==> src/rtl/shift_in_pkg.sv <==
// Shared definitions for the multiplier's bit-serial product link.
// Used by both the product serializer and the shift_in receiver.
package shift_in_pkg;

    localparam int LINK_WIDTH = 24;

    localparam logic [1:0] IDLE  = 2'b00;
    localparam logic [1:0] RECV  = 2'b01;
    localparam logic [1:0] FULL  = 2'b10;
    localparam logic [1:0] DRAIN = 2'b11;

    // MSB-first accumulation: the newest bit enters at the LSB end.
    function automatic logic [31:0] shift_msb_first(input logic [31:0] word, input logic b);
        return {word[30:0], b};
    endfunction

endpackage

==> src/rtl/shift_in_if.sv <==
// Bit-serial link bundle: the serial pair in, the received word and status pulses out.
interface shift_in_if
    import shift_in_pkg::*;
#(
    parameter int WIDTH = LINK_WIDTH
);
    logic             z_in;
    logic             fz_in;
    logic [WIDTH-1:0] data_out;
    logic             valid;
    logic             busy;
    logic             err_short;
    logic             err_overrun;

    modport master (
        output z_in, fz_in,
        input  data_out, valid, busy, err_short, err_overrun
    );

    modport slave (
        input  z_in, fz_in,
        output data_out, valid, busy, err_short, err_overrun
    );
endinterface

==> src/rtl/shift_in.sv <==
// Serial-to-parallel receiver: assembles MSB-first frames of exactly WIDTH bits,
// delivers good words and flags short or over-long frames.
module shift_in
    import shift_in_pkg::*;
#(
    parameter int WIDTH = LINK_WIDTH
) (
    input  logic     clk,
    input  logic     reset_n,
    shift_in_if.slave link
);
    localparam int CW = $clog2(WIDTH + 1);

    logic [1:0]       r_state;
    logic [CW-1:0]    r_cnt;
    logic [WIDTH-1:0] r_shreg;
    logic [WIDTH-1:0] r_data;
    logic             r_valid;
    logic             r_busy;
    logic             r_err_short;
    logic             r_err_overrun;

    logic [1:0]       w_state_nx;
    logic [CW-1:0]    w_cnt_nx;
    logic [WIDTH-1:0] w_shreg_nx;
    logic [WIDTH-1:0] w_shifted;
    logic [WIDTH-1:0] w_data_nx;
    logic             w_valid_nx;
    logic             w_err_short_nx;
    logic             w_err_overrun_nx;

    assign w_shifted = WIDTH'(shift_msb_first(32'(r_shreg), link.z_in));

    // Next-state, counter, shift register and status pulse decode.
    always_comb begin
        w_state_nx       = r_state;
        w_cnt_nx         = r_cnt;
        w_shreg_nx       = r_shreg;
        w_data_nx        = r_data;
        w_valid_nx       = 1'b0;
        w_err_short_nx   = 1'b0;
        w_err_overrun_nx = 1'b0;
        case (r_state)
            IDLE: begin
                if (link.fz_in) begin
                    w_shreg_nx = w_shifted;
                    w_cnt_nx   = CW'(1);
                    w_state_nx = RECV;
                end else begin
                    w_cnt_nx   = CW'(0);
                end
            end
            RECV: begin
                if (link.fz_in) begin
                    w_shreg_nx = w_shifted;
                    w_cnt_nx   = r_cnt + CW'(1);
                    if (r_cnt == CW'(WIDTH - 1)) begin
                        w_state_nx = FULL;
                    end else begin
                        w_state_nx = RECV;
                    end
                end else begin
                    // Partial content stays in shreg; the next frame overwrites it fully.
                    w_err_short_nx = 1'b1;
                    w_cnt_nx       = CW'(0);
                    w_state_nx     = IDLE;
                end
            end
            FULL: begin
                if (link.fz_in) begin
                    w_err_overrun_nx = 1'b1;
                    w_state_nx       = DRAIN;
                end else begin
                    w_data_nx  = r_shreg;
                    w_valid_nx = 1'b1;
                    w_cnt_nx   = CW'(0);
                    w_state_nx = IDLE;
                end
            end
            DRAIN: begin
                if (link.fz_in) begin
                    w_state_nx = DRAIN;
                end else begin
                    w_cnt_nx   = CW'(0);
                    w_state_nx = IDLE;
                end
            end
            default: begin
                w_cnt_nx   = CW'(0);
                w_state_nx = IDLE;
            end
        endcase
    end

    // State and registered outputs; busy tracks the state being entered.
    always_ff @(posedge clk or negedge reset_n) begin
        if (!reset_n) begin
            r_state       <= IDLE;
            r_cnt         <= CW'(0);
            r_shreg       <= WIDTH'(0);
            r_data        <= WIDTH'(0);
            r_valid       <= 1'b0;
            r_busy        <= 1'b0;
            r_err_short   <= 1'b0;
            r_err_overrun <= 1'b0;
        end else begin
            r_state       <= w_state_nx;
            r_cnt         <= w_cnt_nx;
            r_shreg       <= w_shreg_nx;
            r_data        <= w_data_nx;
            r_valid       <= w_valid_nx;
            r_busy        <= (w_state_nx != IDLE);
            r_err_short   <= w_err_short_nx;
            r_err_overrun <= w_err_overrun_nx;
        end
    end

    assign link.data_out    = r_data;
    assign link.valid       = r_valid;
    assign link.busy        = r_busy;
    assign link.err_short   = r_err_short;
    assign link.err_overrun = r_err_overrun;

endmodule

==> src/flat_wrapper.sv <==
// flat-port wrapper written by rule: the top's interface ports become plain ports
module shift_in_flat import shift_in_pkg::*;
#(
    parameter int WIDTH = LINK_WIDTH
)
  (clk, reset_n, link_z_in, link_fz_in, link_data_out, link_valid, link_busy, link_err_short, link_err_overrun);
  shift_in_if #(.WIDTH(WIDTH)) link_i ();
  input  logic clk;
  input  logic reset_n;
  input wire logic [$bits(link_i.z_in)-1:0] link_z_in;
  input wire logic [$bits(link_i.fz_in)-1:0] link_fz_in;
  output wire logic [$bits(link_i.data_out)-1:0] link_data_out;
  output wire logic [$bits(link_i.valid)-1:0] link_valid;
  output wire logic [$bits(link_i.busy)-1:0] link_busy;
  output wire logic [$bits(link_i.err_short)-1:0] link_err_short;
  output wire logic [$bits(link_i.err_overrun)-1:0] link_err_overrun;
  assign link_i.z_in = link_z_in;
  assign link_i.fz_in = link_fz_in;
  assign link_data_out = link_i.data_out;
  assign link_valid = link_i.valid;
  assign link_busy = link_i.busy;
  assign link_err_short = link_i.err_short;
  assign link_err_overrun = link_i.err_overrun;
  shift_in #(.WIDTH(WIDTH)) u_core (.clk(clk), .reset_n(reset_n), .link(link_i));
endmodule
==> config.mk <==
export PLATFORM = sky130hd
export DESIGN_NAME = shift_in_flat
export DESIGN_NICKNAME = d
export VERILOG_FILES = /design/src/rtl/shift_in_pkg.sv /design/src/rtl/shift_in_if.sv /design/src/rtl/shift_in.sv /design/src/flat_wrapper.sv
export SDC_FILE = /design/constraint.sdc
export NUM_CORES = 1
export LEC_CHECK = 0
export ABC_AREA = 0
export BUFFER_PORTS_ARGS = -buffer_cell sky130_fd_sc_hd__buf_2
export CORE_UTILIZATION = 40
export DETAILED_ROUTE_END_ITERATION = 6
export GPL_TIMING_DRIVEN = 0
export PLACE_DENSITY = 0.66
export SLEW_MARGIN = 20
export SYNTH_ARGS = -nofsm -noshare
export SYNTH_HDL_FRONTEND = slang
export SYNTH_SLANG_ARGS = --single-unit
==> constraint.sdc <==
create_clock -name clk -period 2.8 [get_ports clk]
set_clock_uncertainty 0.1 [all_clocks]
set_input_delay 0.28 -clock clk [delete_from_list [all_inputs] [get_ports clk]]
set_output_delay 0.28 -clock clk [all_outputs]
set_load 0.01 [all_outputs]
# After elaboration in Yosys (flattened, before gate mapping)
# Cells that the tools add are included.
# classes
n_reduce_logical	6
add_sub_neg	1
n_mux	14
eq_ne	5
n_bitwise	1
# ops
cell	count
$pmux W5 S3	1
$mux W5	2
$mux W2	4
$mux W1	6
$pmux W2 S3	1
$add A5 B1 Y5 const B	1
$eq A5 B5 Y1 const B	1
$eq A2 B2 Y1 const B	2
$reduce_and A2 Y1	2
$reduce_or A2 Y1	2
$eq A2 B1 Y1 const B	1
$logic_not A2 Y1	1
$ne A2 B2 Y1 const B	1
$reduce_bool A2 Y1	1
$not A1 Y1	1
# totals
reg_bits	59
wordCells	35
output_inout_bits	28
in_bits	4

# Logic depth before layout (Yosys ltp)
# logic_depth
word_depth	5
mapped_depth	5
ltp_nobuf	4

# Worst setup path after synthesis
# OpenSTA, ideal clock, no wires.
# synth_timing
kind	reg2reg
start	reg u_core.r_state[1]
end	reg u_core.r_data[10], in the netlist u_core.link.data_out[10]
path_stages_with_launch	6
t_required_ns	2.575
path_buffers	2
setup_ns	0.125
arrival_time_ns	1.325
period_less_slack_ns	1.550
path_slack_ns	1.250
path_cell_list	dfrtp_1 buf_6 inv_2 nor3_4 buf_6 mux2_2
# synth_via
elab_chain_len	2
# synth_rtl
element	line_no	rtl
start: declaration	shift_in.sv:14	logic [1:0] r_state;
start signal: assignment	shift_in.sv:107	r_state <= w_state_nx;
$eq A2 B2 Y1	shift_in.sv:43	case (r_state)
$reduce_and A2 Y1 (no line)	--	
end signal: assignment	shift_in.sv:110	r_data <= w_data_nx;
end: declaration	shift_in.sv:17	logic [WIDTH-1:0] r_data;
# Every way passes these cells.
# A chain may end at the register's enable or synchronous reset.

# Worst setup path in the final report
# layout_timing
start	reg u_core.r_state[1]
end	reg u_core.r_data[9], in the netlist u_core.link.data_out[9]
# The elaborated chain is that of the path after synthesis.

==> impl_metrics.env <==
export IMPL_crit_slowest_cell="nor3_4"
export IMPL_grtUsageTotal_pct=14.26
export IMPL_hold_path_depth=2
export IMPL_end_kind="flip-flop"
export IMPL_gp_congestion=0.8423
export IMPL_hpwlAfterDp_um=2490
export IMPL_intPower_uw=1439
export IMPL_yosysTopAreaCell="dfrtp_1"
export IMPL_critPathRequiredTime_ns=2.91
export IMPL_max_cap_violations=0
export IMPL_pwr_share_comb_pct=10.3
export IMPL_die_y_um=77.43
export IMPL_wl_met1_um=1501
export IMPL_path_cells="buf_6 -> inv_2 -> nor3_4 -> buf_6 -> mux2_2"
export IMPL_grt_pass1_wl_um=6237
export IMPL_synth_most_common_cell="dfrtp_1"
export IMPL_cts_sinks=59
export IMPL_synth_nets=151
export IMPL_critical_path_max_stage_delay_ns=0.38
export IMPL_wl_met3_um=177
export IMPL_h_tree_depth=3
export IMPL_synth_seq_cells=59
export IMPL_clockBufferDepth=2
export IMPL_netlist_top_cells_count="59 x dfrtp_1, 48 x mux2_2, 5 x buf_6, 5 x nand3_1, 4 x nor2_1"
export IMPL_fmax_ghz=0.5911
export IMPL_numCtsBuffers=9
export IMPL_vias=1305
export IMPL_cts_clk_slew_worst_paths_ns=0.06
export IMPL_yosys_warnings=0
export IMPL_pwr_share_clk_pct=31.2
export IMPL_reg2reg_depth=5
export IMPL_ys_seq_area_share_pct=64.87
export IMPL_worst_pin_slew_ns=0.7158
export IMPL_hold_path_class="input pin to flip-flop"
export IMPL_setup_viol_count_final=0
export IMPL_io_buffers=31
export IMPL_rsz0062_at_grt="false"
export IMPL_drt_total_wl_um=3617
export IMPL_core_um2=5507
export IMPL_layout_drive_gt1_share_pct=52.60
export IMPL_slew_headroom_pct=52.28
export IMPL_arrival_ns=1.80
export IMPL_p_per_area_nw_per_um2=710.0
export IMPL_die_area_um2=5995
export IMPL_leakagePower_uw=0.001349
export IMPL_worstSetupPathType="flip-flop to flip-flop"
export IMPL_antenna_cells=0
export IMPL_cp_start_kind="flip-flop"
export IMPL_syn_area_um2=2276
export IMPL_drc=0
export IMPL_io_pins=32
export IMPL_power_frac_seq_pct=58.4
export IMPL_whs_ns=0.09963
export IMPL_setup_tns_ns=0
export IMPL_wl_per_cell_um=13.70
export IMPL_status="completed"
export IMPL_power_switching_uw=464.8
export IMPL_met2_length_um=1836
export IMPL_synth_enable_flop_cells=0
export IMPL_initial_core_util_pct=41.33
export IMPL_ys_types=23
export IMPL_fin_crit_ns=1.692
export IMPL_grt_max_degree=60
export IMPL_synthTopCellsByArea="dfrtp_1 65%, mux2_2 24%, buf_6 2.5%"
export IMPL_nets=194
export IMPL_clock_latency_ns=0.32
export IMPL_synthFlopType="dfrtp_1"
export IMPL_clock_root_buffer="clkbuf_8"
export IMPL_vdd_drop_max_v=0.0003269
export IMPL_cts_tree="done"
export IMPL_synth_cells=146
export IMPL_placementRows=27
export IMPL_top_layer="met4"
export IMPL_finalHoldViolCount=0
export IMPL_critical_path_peak_fanout=10
export IMPL_area_growth_pct=17.81
export IMPL_finalMaxSlewViolations=0
export IMPL_syn_avg_cell_area_um2=15.59
export IMPL_drtPass1Iterations=4
export IMPL_drt_antenna_violating_nets=0
export IMPL_cpMostUsedCell="buf_6"
export IMPL_die_x_um=77.43
export IMPL_async_reset_ff_share_pct=100.0
export IMPL_p_sw_share_pct=24.42
export IMPL_finalCritPeriodShare_pct=60.42
export IMPL_first_global_vias=1317
export IMPL_synth_top_area_share_pct=64.87
export IMPL_viasPerCell=4.943
export IMPL_drt_initial_drc_count=46
export IMPL_grt_antenna_before_repair=0
export IMPL_gr_total_overflow=0
registers in the layout, indices dropped and copies added, names as in the netlist:
signal / flops
u_core.r_shreg: 24
u_core.r_state: 2
u_core.link.busy: 1
u_core.r_cnt: 5
u_core.link.data_out: 24
u_core.link.err_overrun: 1
u_core.link.valid: 1
u_core.link.err_short: 1
power by group through the flow:
stage | clock [µW] | sequential, µW | combinational, µW
CTS | 622 | 1110 | 202
finish | 595 | 1110 | 196
global route | 666 | 1130 | 218
floorplan | 0 | 1090 | 158
detailed placement | 0 | 1130 | 200
global placement | 0 | 1110 | 189
worst max-delay path, delay by kind of cell (launching register included):
kind                   cells  cell delay [ns]
muxes                      1             0.35
and+or+nand+nor            1             0.38
buffers and inverters      3             0.41
DFF                        1             0.33
kinds of logic (layout without fill, tap and decap cells):
group | after synthesis | count (layout) | synth area share, %
DFF | 59 | 59 | 64.87
muxes | 49 | 49 | 24.19
and+or+nand+nor | 20 | 20 | 5.222
buffers and inverters | 9 | 55 | 3.188
AOI/OAI and AO/OA | 8 | 8 | 1.979
adders and majority gates | 1 | 1 | 0.5497
cell type report:
class	instances	area [µm²]
Tap cell	72	90.09
Inverter	2	7.507
Sequential cell	59	1476
Buffer	7	65.06
Clock buffer	10	127.6
Timing Repair Buffer	32	167.7
Multi-Input combinational cell	78	726.9
Fill cell	496	2825
Clock inverter	4	20.02
through the flow:
stage / util [%] / worst slack, ns / total power (µW) / instance area, µm² / cells
after floorplan: - / 1.250 / 1246 / 2276 / 146
after global placement: 45.79 / 1.099 / 1301 / 2521 / 249
after detailed placement: 45.83 / 1.081 / 1325 / 2524 / 249
final: 48.69 / 1.108 / 1904 / 2681 / 264
after CTS: 48.69 / 1.082 / 1934 / 2681 / 264
after global routing: 48.69 / 1.016 / 2019 / 2681 / 264
path summary, 6_finish.rpt:
| check | from | endpoint | slack, ns |
|---|---|---|---|
| worst min register to register | u_core.link.data_out[6] | u_core.link.data_out[6] | 0.40 |
| worst min-delay path | link_z_in | u_core.r_shreg[0] | 0.1 |
| worst max register to register | u_core.r_state[1] | u_core.link.data_out[9] | 1.11 |
| max in group asynchronous | reset_n | u_core.r_shreg[10] | 1.67 |
| min in group asynchronous | reset_n | u_core.link.data_out[18] | 0.45 |
| worst max-delay path | u_core.r_state[1] | u_core.link.data_out[9] | 1.11 |
metal layers:
| layer | global-route usage [%] | vias to the layer above |
|---|---|---|
| li1 | - | 607 |
| met1 | 15.94 | 655 |
| met2 | 22.65 | 33 |
| met3 | 4.824 | 10 |
| met4 | 10.38 | 0 |
| met5 | 0 | - |
cells in the final DEF (no fill, tap or decap), types with 2 or more instances in the layout:
cell / count
a21oi_1: 3
a31oi_1: 2
buf_2: 31
buf_6: 5
clkbuf_1: 2
clkbuf_8: 9
clkinv_2: 4
dfrtp_1: 59
mux2_2: 48
nand2_1: 3
nand3_1: 5
nor2_1: 4
o21ai_0: 2
or3_1: 2
what timing repair did:
item | in CTS | in global routing
hold endpoints to repair | 59 | 0
hold buffers | 1 | 0
resized for setup | 0 | 0
buffers inserted | 0 | 0
setup endpoints to repair | 0 | 0
Power figures use the tool's default switching activity.
